===== config.mk =====
export PLATFORM = sky130hd
export DESIGN_NAME = spi_master_param_flat
export DESIGN_NICKNAME = d
export VERILOG_FILES = /design/src/rtl/spi_master_param_if.sv /design/src/rtl/spi_master_param.sv /design/src/flat_wrapper.sv
export SDC_FILE = /design/constraint.sdc
export NUM_CORES = 1
export LEC_CHECK = 0
export BUFFER_PORTS_ARGS = -buffer_cell sky130_fd_sc_hd__buf_2
export CAP_MARGIN = 20
export CORE_MARGIN = 3
export CORE_UTILIZATION = 50
export CTS_CLUSTER_DIAMETER = 150
export CTS_CLUSTER_SIZE = 12
export DETAILED_ROUTE_END_ITERATION = 8
export GPL_TIMING_DRIVEN = 0
export PLACE_DENSITY = 0.73
export SYNTH_ARGS = -nofsm -noshare
export SYNTH_HDL_FRONTEND = slang
export SYNTH_SLANG_ARGS = --single-unit

===== constraint.sdc =====
create_clock -name clk -period 4 [get_ports clk]
set_clock_uncertainty 0.2 [all_clocks]
set_input_delay 0.8 -clock clk [delete_from_list [all_inputs] [get_ports clk]]
set_output_delay 0.8 -clock clk [all_outputs]
set_load 0.005 [all_outputs]

===== src/rtl/spi_master_param_if.sv =====
// Local-side transfer bundle for spi_master_param: word, mode and slave select in; received word and status out.
// master = control logic issuing transfers, slave = the SPI engine serving them.
interface spi_master_param_if #(
    parameter int DATA_WIDTH = 8,
    parameter int CS_SEL_W   = 1
);
    logic [DATA_WIDTH-1:0] data_in;
    logic                  load;
    logic [CS_SEL_W-1:0]   cs_sel;
    logic                  cpol;
    logic                  cpha;
    logic                  lsb_first;
    logic [DATA_WIDTH-1:0] data_out;
    logic                  ready;
    logic                  done;

    modport master (output data_in, load, cs_sel, cpol, cpha, lsb_first,
                    input  data_out, ready, done);
    modport slave  (input  data_in, load, cs_sel, cpol, cpha, lsb_first,
                    output data_out, ready, done);
endinterface


===== src/rtl/spi_master_param.sv =====
// Full-duplex SPI master: DATA_WIDTH words, CLK_DIV divider, CPOL/CPHA, MSB/LSB-first, NUM_CS selects; option SPI_LOOPBACK_EN.
// Latency load->done (2*DATA_WIDTH+1)*CLK_DIV clk; load is ignored while ready=0 (no queueing).
module spi_master_param #(
    parameter int DATA_WIDTH = 8,
    parameter int CLK_DIV    = 2,
    parameter int NUM_CS     = 1,
    parameter int CS_SEL_W   = 1
) (
    input  logic              clk,
    input  logic              reset,
    spi_master_param_if.slave ctl,
`ifdef SPI_LOOPBACK_EN
    input  logic              loopback,
`endif
    output logic              mosi,
    input  logic              miso,
    output logic              sclk,
    output logic [NUM_CS-1:0] cs_n
);
    localparam int DIV_W = $clog2(CLK_DIV) + 1;
    localparam int CNT_W = $clog2(2 * DATA_WIDTH) + 1;
    localparam logic [DIV_W-1:0] DIV_LAST  = DIV_W'(CLK_DIV - 1);
    localparam logic [CNT_W-1:0] EDGE_LAST = CNT_W'(2 * DATA_WIDTH);

    typedef enum logic [1:0] {IDLE, SETUP, TRANSFER, HOLD} state_t;
    state_t state_q, state_d;

    logic [DIV_W-1:0]      div_q;
    logic [CNT_W-1:0]      edge_q, edge_k;
    logic [DATA_WIDTH-1:0] tx_q, tx_nxt, rx_q;
    logic                  cpol_q, cpha_q, lsb_q;
    logic                  start, tick, toggle, drive, sample, finish, rx_bit;
    logic [NUM_CS-1:0]     cs_sel_n;

    assign start  = ctl.load && ctl.ready;
    assign tick   = (state_q != IDLE) && (div_q == DIV_LAST);
    assign edge_k = edge_q + CNT_W'(1);
    assign tx_nxt = lsb_q ? (tx_q >> 1) : (tx_q << 1);

`ifdef SPI_LOOPBACK_EN
    logic lb_q;
    assign rx_bit = lb_q ? mosi : miso;
`else
    assign rx_bit = miso;
`endif

    // Out-of-range selects decode to no active line; loopback keeps every slave deselected.
    always_comb begin
        cs_sel_n = '1;
        for (int i = 0; i < NUM_CS; i++)
            if (ctl.cs_sel == CS_SEL_W'(i)) cs_sel_n[i] = 1'b0;
`ifdef SPI_LOOPBACK_EN
        if (loopback) cs_sel_n = '1;
`endif
    end

    always_ff @(posedge clk or negedge reset) begin
        if (!reset) state_q <= IDLE;
        else        state_q <= state_d;
    end

    always_comb begin
        state_d = state_q;
        case (state_q)
            IDLE:     if (start) state_d = SETUP;
            SETUP:    if (tick) state_d = TRANSFER;
            TRANSFER: if (tick && edge_k == EDGE_LAST) state_d = HOLD;
            HOLD:     if (tick) state_d = IDLE;
            default:  state_d = IDLE;
        endcase
    end

    // edge_k is the SCLK edge number taken on this tick; odd = leading edge.
    always_comb begin
        toggle = 1'b0;
        drive  = 1'b0;
        sample = 1'b0;
        finish = 1'b0;
        case (state_q)
            SETUP, TRANSFER: begin
                if (tick) begin
                    toggle = 1'b1;
                    sample = edge_k[0] ^ cpha_q;
                    drive  = cpha_q ? (edge_k[0] && edge_k != CNT_W'(1))
                                    : (!edge_k[0] && edge_k != EDGE_LAST);
                end
            end
            HOLD:    finish = tick;
            default: ;
        endcase
    end

    always_ff @(posedge clk or negedge reset) begin
        if (!reset) begin
            div_q        <= '0;
            edge_q       <= '0;
            tx_q         <= '0;
            rx_q         <= '0;
            cpol_q       <= 1'b0;
            cpha_q       <= 1'b0;
            lsb_q        <= 1'b0;
`ifdef SPI_LOOPBACK_EN
            lb_q         <= 1'b0;
`endif
            ctl.data_out <= '0;
            ctl.ready    <= 1'b1;
            ctl.done     <= 1'b0;
            mosi         <= 1'b0;
            sclk         <= 1'b0;
            cs_n         <= '1;
        end else begin
            ctl.done <= 1'b0;
            if (start) begin
                tx_q      <= ctl.data_in;
                cpol_q    <= ctl.cpol;
                cpha_q    <= ctl.cpha;
                lsb_q     <= ctl.lsb_first;
`ifdef SPI_LOOPBACK_EN
                lb_q      <= loopback;
`endif
                ctl.ready <= 1'b0;
                cs_n      <= cs_sel_n;
                sclk      <= ctl.cpol;
                mosi      <= ctl.lsb_first ? ctl.data_in[0] : ctl.data_in[DATA_WIDTH-1];
                div_q     <= '0;
                edge_q    <= '0;
            end else if (state_q != IDLE) begin
                div_q <= tick ? '0 : div_q + DIV_W'(1);
                if (toggle) begin
                    sclk   <= ~sclk;
                    edge_q <= edge_k;
                end
                if (drive) begin
                    tx_q <= tx_nxt;
                    mosi <= lsb_q ? tx_nxt[0] : tx_nxt[DATA_WIDTH-1];
                end
                if (sample)
                    rx_q <= lsb_q ? {rx_bit, rx_q[DATA_WIDTH-1:1]} : {rx_q[DATA_WIDTH-2:0], rx_bit};
                if (finish) begin
                    cs_n         <= '1;
                    ctl.data_out <= rx_q;
                    ctl.done     <= 1'b1;
                    ctl.ready    <= 1'b1;
                end
            end
        end
    end
endmodule

===== src/flat_wrapper.sv =====
// flat-port wrapper written by rule: the top's interface ports become plain ports
module spi_master_param_flat 
#(
    parameter int DATA_WIDTH = 8,
    parameter int CLK_DIV    = 2,
    parameter int NUM_CS     = 1,
    parameter int CS_SEL_W   = 1
)
  (clk, reset, mosi, miso, sclk, cs_n, ctl_data_in, ctl_load, ctl_cs_sel, ctl_cpol, ctl_cpha, ctl_lsb_first, ctl_data_out, ctl_ready, ctl_done);
  spi_master_param_if #(.DATA_WIDTH(DATA_WIDTH), .CS_SEL_W(CS_SEL_W)) ctl_i ();
  input  logic clk;
  input  logic reset;
  output logic mosi;
  input  logic miso;
  output logic sclk;
  output logic [NUM_CS-1:0] cs_n;
  input wire logic [$bits(ctl_i.data_in)-1:0] ctl_data_in;
  input wire logic [$bits(ctl_i.load)-1:0] ctl_load;
  input wire logic [$bits(ctl_i.cs_sel)-1:0] ctl_cs_sel;
  input wire logic [$bits(ctl_i.cpol)-1:0] ctl_cpol;
  input wire logic [$bits(ctl_i.cpha)-1:0] ctl_cpha;
  input wire logic [$bits(ctl_i.lsb_first)-1:0] ctl_lsb_first;
  output wire logic [$bits(ctl_i.data_out)-1:0] ctl_data_out;
  output wire logic [$bits(ctl_i.ready)-1:0] ctl_ready;
  output wire logic [$bits(ctl_i.done)-1:0] ctl_done;
  assign ctl_i.data_in = ctl_data_in;
  assign ctl_i.load = ctl_load;
  assign ctl_i.cs_sel = ctl_cs_sel;
  assign ctl_i.cpol = ctl_cpol;
  assign ctl_i.cpha = ctl_cpha;
  assign ctl_i.lsb_first = ctl_lsb_first;
  assign ctl_data_out = ctl_i.data_out;
  assign ctl_ready = ctl_i.ready;
  assign ctl_done = ctl_i.done;
  spi_master_param #(.DATA_WIDTH(DATA_WIDTH), .CLK_DIV(CLK_DIV), .NUM_CS(NUM_CS), .CS_SEL_W(CS_SEL_W)) u_core (.clk(clk), .reset(reset), .ctl(ctl_i), .mosi(mosi), .miso(miso), .sclk(sclk), .cs_n(cs_n));
endmodule

==> results.sh <==
export IMPL_status="finished, final reports clean"
export IMPL_hpwl_um=2793
export IMPL_tns_ns=0
export IMPL_placed_cells=283
export IMPL_io_pins=29
export IMPL_numPortBuffers=28
export IMPL_areaGrowthSynthToFinish_pct=15.06
export IMPL_grt_max_degree=41
export IMPL_ys_types=38
export IMPL_rows=22
export IMPL_insertion_delay_ns=0.30
export IMPL_post_cts_buffers=0
export IMPL_grt_pass1_vias=1455
export IMPL_drcViolationCount=0
export IMPL_critical_path_top_delay_family="simple AND/OR/NAND/NOR gates"
export IMPL_slowest_stage="dfrtp_1"
export IMPL_cts_tree="yes"
export IMPL_min_period_ns=2.462
export IMPL_rrSetupSlack_ns=1.54
export IMPL_clk_pin_slew_worst_paths_ns=0.08
export IMPL_chipHeight_um=70.32
export IMPL_overflow=0
export IMPL_cts_max_level=2
export IMPL_num_antenna_cells=0
export IMPL_nNetsFinal=264
export IMPL_cts_hold_buf=0
export IMPL_wl_per_cell_um=13.37
export IMPL_rsz0062_at_grt="false"
export IMPL_drt_iter0_markers=81
export IMPL_hold_viol_final=0
export IMPL_cp_start_kind="register"
export IMPL_tightest_slew_ns=0.8690
export IMPL_grt_usage=0.1701
export IMPL_wirelength_um=3891
export IMPL_min_path_cells=2
export IMPL_gp_congestion=0.7706
export IMPL_vias=1497
export IMPL_start_util=0.5405
export IMPL_root_buffer="clkbuf_8"
export IMPL_async_flop_share=1.000
export IMPL_max_clock_path_buffers=2
export IMPL_critPathKind="register to register"
export IMPL_synth_nets=229
export IMPL_die_x_um=70.32
export IMPL_min_to="u_core.ctl.data_out[0]"
export IMPL_leakagePower_nw=1.180
export IMPL_synthTopCellsByArea="dfrtp_1 46%, nand2_1 10%, mux2i_1 7.7%"
export IMPL_netlist_area_sq_um=2068
export IMPL_slew_violations=0
export IMPL_synth_edf_count=0
export IMPL_fillCellCount=351
export IMPL_dieArea_sq_um=4944
export IMPL_synth_flop_cell="dfrtp_1"
export IMPL_cts_inserted_buffers=5
export IMPL_yosys_warnings=0
export IMPL_cp_num_buf_inv=3
export IMPL_path_cells="inv_1 -> ha_1 -> nor3b_4 -> and2_1 -> buf_2 -> nand4_1 -> clkbuf_1 -> nand2_1 -> o21ai_0"
export IMPL_setup_violations=0
export IMPL_r2r_start="u_core.state_q[0]"
export IMPL_cap_violations=0
export IMPL_ctsResizeCount=0
export IMPL_antenna_found_initial=0
export IMPL_r2r_end="u_core.rx_q[1]"
export IMPL_ir_worst_vdd_v=0.0003181
export IMPL_holdCritStartpoint="u_core.ctl.data_out[0]"
export IMPL_routed_via_density=5.144
export IMPL_core_area_sq_um=3826
export IMPL_yosys_area_top_type="dfrtp_1"
export IMPL_avgSynthCellArea_sq_um=9.991
export IMPL_hp_class="register to register"
export IMPL_cts_sinks=40
export IMPL_cp_max_fo=10
export IMPL_final_antenna_net_count=0
export IMPL_worstPathRequired_ns=3.97
export IMPL_yosys_area_top_type_share=0.4598
export IMPL_end_kind="register"
export IMPL_powerDensity_nw_per_um2=772.0
export IMPL_period_share=0.6154
export IMPL_ys_seq_elements=40
export IMPL_critical_path_max_stage_delay_ns=0.40
export IMPL_synth_cells=207
export IMPL_layout_drive_gt1_share=0.2305
export IMPL_post_route_util=0.6220
export IMPL_reg2regPathDepth=9
export IMPL_max_freq_mhz=406.2
export IMPL_max_slew_margin=0.4206
export IMPL_yosysSeqAreaShare=0.4852
export IMPL_first_pass_iters=4
export IMPL_grt_pass1_wl_um=6720
export IMPL_stdcell_count=291
export IMPL_arrival_ns=2.43
cell usage in the layout, fill, tap and decap left out, types with 2 or more instances in the layout:
cell type and count:
nand4_1 2, and2_1 2, a21oi_1 5, dfstp_2 2, dfrtp_1 38, nand2_1 57, xor2_1 3, nor2_1 5
clkbuf_1 7, nand2b_1 4, clkbuf_8 5, buf_2 30, nand3_1 4, xnor2_1 2, o21ai_0 16, mux2i_1 16
nor3_1 2, o21ai_1 2, ha_1 6, inv_1 7, mux2_4 7
worst max-delay path by stage:
stage	start	end	slack, ns	cells after the start
CTS	u_core.state_q[0]	u_core.rx_q[1]	1.52	9
global placement	ctl_load	u_core.tx_q[0]	1.35	7
finish	u_core.state_q[0]	u_core.rx_q[1]	1.54	9
global route	u_core.state_q[0]	u_core.rx_q[7]	1.34	9
detailed placement	ctl_load	u_core.sclk	1.32	7
floorplan	u_core.edge_q[0]	u_core.mosi	1.80	6
cells by family (layout without fill, tap and decap cells):
kind of cell,count (synthesis),count (layout),synth area share
simple gates,84,84,0.1876
mux,24,24,0.1337
compound gates,31,31,0.1041
fa+ha+maj,6,6,0.03630
xor+xnor,5,5,0.02118
flops,40,40,0.4852
buf+inv,17,53,0.03207
routing by layer:
metal	up-vias	routed length [um]	global-route usage
li1	769	-	-
met5	-	0	0
met3	5	133	0.04748
met2	20	1869	0.2765
met1	703	1841	0.2225
met4	0	46	0.04468
final cells by class:
type | count | area (sq um) | area share
buffer | 9 | 36.28 | 0.01525
clock buffer | 5 | 68.82 | 0.02892
clock inverter | 3 | 42.54 | 0.01788
inverter | 8 | 30.03 | 0.01262
multi-input combinational | 150 | 998.5 | 0.4196
sequential | 40 | 1003 | 0.4217
tap | 48 | 60.06 | 0.02524
timing repair buffer | 28 | 140.1 | 0.05889
power by group:
group	internal [W]	switching [W]	total (W)
clock network	0.000185	0.000145	0.000330
logic	0.000387	0.000426	0.000813
registers	0.000571	0.000124	0.000694
flip-flops by register name, summed over array words and instances (netlist names):
signal	flops
u_core.ctl.data_out	8
u_core.rx_q	8
u_core.tx_q	8
u_core.edge_q	5
u_core.div_q	2
u_core.state_q	2
u_core.cpha_q	1
u_core.cs_n	1
u_core.ctl.done	1
u_core.ctl.ready	1
u_core.lsb_q	1
u_core.mosi	1
u_core.sclk	1
cells in the mapped netlist, drive strengths merged (2+ instances only):
cell type and number:
nand3 4, a211oi 2, buf 2, mux2i 16, ha 6, clkbuf 7
or3 2, nand2 58, dfstp 2, inv 7, o21ai 18, nand4 2
nand2b 4, nor2 5, mux2 8, and2 3, xnor2 2, nor3 3
dfrtp 38, a21oi 5, xor2 3
worst min-delay path: cells and delay by family, from the launching register on:
family / cells / cell delay, ns
DFF: 1 / 0.34
and+or+nand+nor: 2 / 0.10
metrics by stage:
stage          power (W)  hold WS [ns]  setup slack (ns)  cell area [sq um]
2_1_floorplan   0.001311        0.2593             1.800               2068
3_5_place_dp    0.001526        0.2580             1.323               2268
4_1_cts         0.001857        0.2779             1.525               2380
3_3_place_gp    0.001493        0.2542             1.350               2268
6_report        0.001837        0.2708             1.538               2380
5_1_grt         0.001988        0.3005             1.344               2380
(Power assumes the default switching activity.)
